--- src/rtl/div_reconstructor_pkg.sv ---
// ---------------------------------------------------------------------------
// div_pkg
//   Shared definitions for the restoring divider and its reconstructor.
//   Holds the default operand widths, the FSM state encoding and a helper
//   that sizes the RUN-step counter.
// ---------------------------------------------------------------------------
package div_pkg;

    // Default datapath widths, shared with the restoring divider.
    localparam int QW = 4;            // quotient width
    localparam int DW = 4;            // divisor / remainder width
    localparam int XW = QW + DW + 1;  // dividend width

    // FSM state encoding.
    typedef enum logic [1:0] {
        IDLE = 2'd0,
        RUN  = 2'd1,
        DONE = 2'd2
    } state_t;

    // Counter width able to hold 0..qw.
    function automatic int cnt_width(input int qw);
        return (qw < 1) ? 1 : $clog2(qw + 1);
    endfunction

    localparam int CW = cnt_width(QW);

endpackage

--- src/rtl/div_reconstructor_if.sv ---
// ---------------------------------------------------------------------------
// div_reconstructor_if
//   Operand / result bundle for div_reconstructor.
//   Handshake: the requester raises start with q_in/div_in/rem_in stable; the
//   block takes them on the first rising edge where it is idle (busy=0) and
//   ignores start otherwise. done pulses for one cycle when result/err are
//   valid; result/err then hold until the next done. state_dbg mirrors the
//   internal FSM state for observation.
//
//   start     requester -> block   request
//   q_in      requester -> block   quotient operand   [QW]
//   div_in    requester -> block   divisor operand    [DW]
//   rem_in    requester -> block   remainder operand  [DW]
//   result    block -> requester   rebuilt dividend   [XW]
//   busy      block -> requester   operation in flight
//   done      block -> requester   one-cycle completion pulse
//   err       block -> requester   rem_in >= div_in on the captured operands
//   state_dbg block -> requester   FSM state
// ---------------------------------------------------------------------------
interface div_reconstructor_if #(
    parameter int QW = div_pkg::QW,
    parameter int DW = div_pkg::DW,
    parameter int XW = QW + DW + 1
) ();
    import div_pkg::*;

    logic          start;
    logic [QW-1:0] q_in;
    logic [DW-1:0] div_in;
    logic [DW-1:0] rem_in;
    logic [XW-1:0] result;
    logic          busy;
    logic          done;
    logic          err;
    state_t        state_dbg;

    modport master (
        output start, q_in, div_in, rem_in,
        input  result, busy, done, err, state_dbg
    );

    modport slave (
        input  start, q_in, div_in, rem_in,
        output result, busy, done, err, state_dbg
    );

endinterface

--- src/rtl/div_reconstructor.sv ---
// ---------------------------------------------------------------------------
// div_reconstructor
//   Rebuilds a dividend X = Q*D + R from the outputs of the restoring
//   divider using a sequential shift-and-add multiplier, one quotient bit
//   per clock. The accumulator starts at R so no final add is needed.
//
//   clk    rising-edge clock
//   rst_n  asynchronous active-low reset
//   bus    div_reconstructor_if.slave (start/operands in, result/busy/
//          done/err/state_dbg out)
//
//   Timing: accept at edge k, RUN edges k+1..k+QW, done high for the cycle
//   after edge k+QW, back to IDLE at edge k+QW+1.
// ---------------------------------------------------------------------------
module div_reconstructor
    import div_pkg::*;
#(
    parameter int QW = div_pkg::QW,
    parameter int DW = div_pkg::DW,
    parameter int XW = QW + DW + 1
) (
    input  logic             clk,
    input  logic             rst_n,
    div_reconstructor_if.slave bus
);

    localparam int CNTW = cnt_width(QW);
    localparam logic [CNTW-1:0] LAST = CNTW'(QW - 1);

    state_t          state_q, state_d;
    logic [XW-1:0]   acc_q, acc_d;
    logic [XW-1:0]   mcand_q, mcand_d;
    logic [QW-1:0]   mplier_q, mplier_d;
    logic [CNTW-1:0] count_q, count_d;
    logic            err_r_q, err_r_d;
    logic [XW-1:0]   result_q, result_d;
    logic            err_q, err_d;
    logic            busy_q, busy_d;
    logic            done_q, done_d;
    logic [XW-1:0]   acc_sum;

    // One shift-add step; XW bits always hold the full product plus R.
    assign acc_sum = acc_q + (mplier_q[0] ? mcand_q : '0);

    always_ff @(posedge clk or negedge rst_n) begin
        if (!rst_n) begin
            state_q  <= IDLE;
            acc_q    <= '0;
            mcand_q  <= '0;
            mplier_q <= '0;
            count_q  <= '0;
            err_r_q  <= 1'b0;
            result_q <= '0;
            err_q    <= 1'b0;
            busy_q   <= 1'b0;
            done_q   <= 1'b0;
        end else begin
            state_q  <= state_d;
            acc_q    <= acc_d;
            mcand_q  <= mcand_d;
            mplier_q <= mplier_d;
            count_q  <= count_d;
            err_r_q  <= err_r_d;
            result_q <= result_d;
            err_q    <= err_d;
            busy_q   <= busy_d;
            done_q   <= done_d;
        end
    end

    always_comb begin
        state_d  = state_q;
        acc_d    = acc_q;
        mcand_d  = mcand_q;
        mplier_d = mplier_q;
        count_d  = count_q;
        err_r_d  = err_r_q;
        result_d = result_q;
        err_d    = err_q;
        busy_d   = busy_q;
        done_d   = 1'b0;

        case (state_q)
            IDLE: begin
                if (bus.start) begin
                    acc_d    = {{(XW-DW){1'b0}}, bus.rem_in};
                    mcand_d  = {{(XW-DW){1'b0}}, bus.div_in};
                    mplier_d = bus.q_in;
                    count_d  = '0;
                    // A zero divisor also lands here since any R >= 0.
                    err_r_d  = (bus.rem_in >= bus.div_in);
                    busy_d   = 1'b1;
                    state_d  = RUN;
                end
            end
            RUN: begin
                acc_d    = acc_sum;
                mcand_d  = mcand_q << 1;
                mplier_d = mplier_q >> 1;
                count_d  = count_q + CNTW'(1);
                if (count_q == LAST) begin
                    result_d = acc_sum;
                    err_d    = err_r_q;
                    done_d   = 1'b1;
                    state_d  = DONE;
                end
            end
            DONE: begin
                busy_d  = 1'b0;
                state_d = IDLE;
            end
            default: begin
                busy_d  = 1'b0;
                state_d = IDLE;
            end
        endcase
    end

    assign bus.result    = result_q;
    assign bus.busy      = busy_q;
    assign bus.done      = done_q;
    assign bus.err       = err_q;
    assign bus.state_dbg = state_q;

endmodule

--- src/flat_wrapper.sv ---
// flat-port wrapper written by rule: the top's interface ports become plain ports
module div_reconstructor_flat import div_pkg::*;
#(
    parameter int QW = div_pkg::QW,
    parameter int DW = div_pkg::DW,
    parameter int XW = QW + DW + 1
)
  (clk, rst_n, bus_start, bus_q_in, bus_div_in, bus_rem_in, bus_result, bus_busy, bus_done, bus_err, bus_state_dbg);
  div_reconstructor_if #(.QW(QW), .DW(DW), .XW(XW)) bus_i ();
  input  logic clk;
  input  logic rst_n;
  input wire logic [$bits(bus_i.start)-1:0] bus_start;
  input wire logic [$bits(bus_i.q_in)-1:0] bus_q_in;
  input wire logic [$bits(bus_i.div_in)-1:0] bus_div_in;
  input wire logic [$bits(bus_i.rem_in)-1:0] bus_rem_in;
  output wire logic [$bits(bus_i.result)-1:0] bus_result;
  output wire logic [$bits(bus_i.busy)-1:0] bus_busy;
  output wire logic [$bits(bus_i.done)-1:0] bus_done;
  output wire logic [$bits(bus_i.err)-1:0] bus_err;
  output wire logic [$bits(bus_i.state_dbg)-1:0] bus_state_dbg;
  assign bus_i.start = bus_start;
  assign bus_i.q_in = bus_q_in;
  assign bus_i.div_in = bus_div_in;
  assign bus_i.rem_in = bus_rem_in;
  assign bus_result = bus_i.result;
  assign bus_busy = bus_i.busy;
  assign bus_done = bus_i.done;
  assign bus_err = bus_i.err;
  assign bus_state_dbg = bus_i.state_dbg;
  div_reconstructor #(.QW(QW), .DW(DW), .XW(XW)) u_core (.clk(clk), .rst_n(rst_n), .bus(bus_i));
endmodule
--- config.mk ---
export PLATFORM = sky130hd
export DESIGN_NAME = div_reconstructor_flat
export DESIGN_NICKNAME = d
export VERILOG_FILES = /design/src/rtl/div_reconstructor_pkg.sv /design/src/rtl/div_reconstructor_if.sv /design/src/rtl/div_reconstructor.sv /design/src/flat_wrapper.sv
export SDC_FILE = /design/constraint.sdc
export NUM_CORES = 1
export LEC_CHECK = 0
export ABC_AREA = 1
export CAP_MARGIN = 15
export CORE_MARGIN = 2
export CORE_UTILIZATION = 35
export CTS_CLUSTER_SIZE = 10
export DETAILED_ROUTE_END_ITERATION = 12
export SYNTH_ARGS = -nofsm -noshare
export SYNTH_HDL_FRONTEND = slang
export SYNTH_SLANG_ARGS = --single-unit
--- constraint.sdc ---
create_clock -name clk -period 3.4 [get_ports clk]
set_input_delay 0.34 -clock clk [delete_from_list [all_inputs] [get_ports clk]]
set_output_delay 0.34 -clock clk [all_outputs]
set_load 0.01 [all_outputs]
==> impl_metrics.ini <==
[sta]
setup_slack_ns = 1.48
slew_violations = 0
tns_ns = 0
fmaxAchievable_mhz = 520
whs_ns = 0.152
worst_pin_slew_ns = 0.912
finalHoldViolations = 0
slew_headroom_pct = 39.2
period_needed_ns = 1.92
setup_viol = 0
period_share_pct = 56.6
rsz0062_at_grt = no
finClkSkew_ns = 0.0106

[cells_and_area]
post-route-util_pct = 42.4
final_nets = 328
final_area_mm2 = 0.00266
area_delta_synth_final_pct = 18.9
n_antenna_cell = 0
instances_no_fill = 375
drive_gt1_share_pct = 8.72

[worst_setup_path]
path_class = reg -> reg
start_kind = flop
crit_path_max_incr_delay_ns = 0.51
crit_buf_inv = 3
arrival_ns = 2.12
cp-end-kind = flop
cp_max_fo = 10
slowest_stage = dfrtp_1
cp_common_cell = nand2_1
cp_top_family = simple AND/OR/NAND/NOR gates
crit_chain = nand2_1, inv_1, ha_1, inv_1, fa_1, inv_1, nand2_1, nand2_1, nand3_1, nand2_1, nand2_1, nand3_1, nand2_1
required_ns = 3.59

[floorplanning]
ios = 29
core_mm2 = 0.00628
dieArea_mm2 = 0.00706
die_x_um = 84.0
rows = 29
initial_utilization_pct = 35.7
die_height_um = 84.0

[placement]
gp_congestion = 0.875
dp_hpwl_um = 3220
placed_cells = 368
post-place-ws_ns = 1.47
postPlaceCellArea_mm2 = 0.00253
io_buffers = 28

[cts]
postCtsSetupBuffers = 0
cts_made_buffers = 5
path_clk_slew_ns = 0.08
htree_levels = 2
cts_tree = built
cts.path.max_buffers = 2
postCtsHoldBufs = 0
cts_sinks = 40
clkLatencyLatePin_ns = 0.31
root_buffer = clkbuf_8
cts_resized = 0

[routing]
antenna_left = 0
wl_per_cell_um = 11.9
vias_per_cell = 4.51
drt-initial-drc-count = 51
wirelength_um = 4450
drc = 0
vias = 1691
drt-pass1-iter-count = 4

[global_route]
antenna_found_initial = 0
grt_max_degree = 41
grt_pass1_wl_um = 7760
gr-total-overflow = 0
track_usage_pct = 14.1
grt_pass1_vias = 1677

[logic_synthesis]
netlist_area_mm2 = 0.00224
syn_inst = 270
synthDistinctLibCells = 35
ys_seq_elements = 40
synth_warnings = 0
yosysSeqAreaShare_pct = 44.7
synthesis.nets = 300
synth_area_per_cell_um2 = 8.30

[job]
max_cap_violations = 0

[pwr]
peakVddDrop_mv = 0.525
p_leak_nw = 1.43
power_mw = 2.50
p_per_area_mw_per_mm2 = 937

[run_status]
status = finished, final reports clean

[min_path]
hp-class = in -> async
final cells by class:
class                           count  area (um^2)
Tap cell                           77         96.3
Inverter                           49          189
Timing Repair Buffer               28          275
Sequential cell                    40         1000
Multi-Input combinational cell    174          973
Clock inverter                      2         60.1
Fill cell                         634         3610
Clock buffer                        5         68.8
per-layer routing:
metal	routed length [um]	track usage, %	up-vias
met5	0	0	-
met4	96	6.60	0
met3	188	3.86	8
met2	1890	21.5	32
met1	2270	18.4	748
li1	-	-	903
power breakdown:
group | total, mW | internal, mW | switching (mW)
clock network | 0.466 | 0.289 | 0.177
logic | 1.21 | 0.497 | 0.716
registers | 0.817 | 0.688 | 0.129
synthesized netlist by cell type:
cell	instances	share of area, %
nor2_4	1	0.50
buf_2	2	0.45
a21oi_1	5	1.1
o21ai_1	2	0.45
a22o_1	2	0.78
clkbuf_8	1	0.61
or2_2	1	0.28
nand2_4	1	0.50
nand4_1	1	0.28
nand3_2	1	0.45
o221ai_1	1	0.39
nor2_1	9	1.5
clkinv_1	1	0.17
buf_6	3	1.5
fa_1	1	0.89
xor2_1	1	0.39
o21ai_2	4	1.6
o211ai_1	3	1.0
a211oi_1	2	0.67
inv_6	1	0.39
buf_12	1	0.89
o21ai_0	9	2.0
xnor2_1	2	0.78
nand3b_1	1	0.34
o22ai_1	5	1.4
ha_1	14	7.8
nand2_1	80	13
nand3_1	17	3.8
nor3_1	2	0.45
dfrtp_1	40	45
inv_1	46	7.7
inv_2	1	0.17
nand2_2	7	2.0
a21oi_2	1	0.39
o21bai_1	1	0.34
worst reg2reg max path, stage by stage, from the launching register on:
cell and delay (ns):
dfrtp_1 0.51, nand2_1 0.08, inv_1 0.06, ha_1 0.15, inv_1 0.05, fa_1 0.39, inv_1 0.07, nand2_1 0.05
nand2_1 0.10, nand3_1 0.09, nand2_1 0.08, nand2_1 0.06, nand3_1 0.07, nand2_1 0.06
worst paths after layout:
kind                                             startpoint                          endpoint  slack [ns]  cells past startpoint
max reg2reg                  u_core.mplier_q[0]$_DFFE_PN0P_  u_core.bus.result[8]$_DFFE_PN0P_        1.48                     13
min                                                   rst_n  u_core.bus.result[2]$_DFFE_PN0P_        0.15                      1
min in group clk           u_core.bus.result[3]$_DFFE_PN0P_  u_core.bus.result[3]$_DFFE_PN0P_        0.48                      2
max                          u_core.mplier_q[0]$_DFFE_PN0P_  u_core.bus.result[8]$_DFFE_PN0P_        1.48                     13
max in group asynchronous                             rst_n  u_core.bus.result[1]$_DFFE_PN0P_        2.66                      1
min reg2reg                u_core.bus.result[3]$_DFFE_PN0P_  u_core.bus.result[3]$_DFFE_PN0P_        0.48                      2
layout by cell type, fill, tap and decap left out, drive strengths merged:
| cell | synthesis | routed |
|---|---|---|
| o21ai | 15 | 15 |
| o21bai | 1 | 1 |
| clkdlybuf4s50 | 0 | 27 |
| buf | 6 | 1 |
| clkinv | 1 | 1 |
| ha | 14 | 14 |
| o211ai | 3 | 3 |
| clkbuf | 1 | 5 |
| xor2 | 1 | 1 |
| a22o | 2 | 2 |
| nand2 | 88 | 88 |
| fa | 1 | 1 |
| o221ai | 1 | 1 |
| nor2 | 10 | 10 |
| nor3 | 2 | 2 |
| dfrtp | 40 | 40 |
| a21oi | 6 | 6 |
| bufinv | 0 | 2 |
| inv | 48 | 48 |
| or2 | 1 | 1 |
| nand3b | 1 | 1 |
| a211oi | 2 | 2 |
| o22ai | 5 | 5 |
| nand4 | 1 | 1 |
| nand3 | 18 | 18 |
| xnor2 | 2 | 2 |
cells by family (layout without fill, tap and decap cells):
group	after synthesis	count (layout)	synth area share [%]
AO/OA/AOI/OAI	35	35	10.1
adder cells (fa/ha/maj)	15	15	8.71
flip-flops	40	40	44.7
XOR/XNOR	3	3	1.17
AND/OR/NAND/NOR	121	121	23.5
buffers and inverters	56	84	11.9
flip-flops by register name (all words and copies together) (netlist names):
| name | count |
|---|---|
| u_core.mcand_q | 9 |
| u_core.mplier_q | 4 |
| u_core.bus.done | 1 |
| u_core.bus.state_dbg | 2 |
| u_core.acc_q | 9 |
| u_core.bus.busy | 1 |
| u_core.bus.err | 1 |
| u_core.err_r_q | 1 |
| u_core.count_q | 3 |
| u_core.bus.result | 9 |
(Power assumes the default switching activity.)
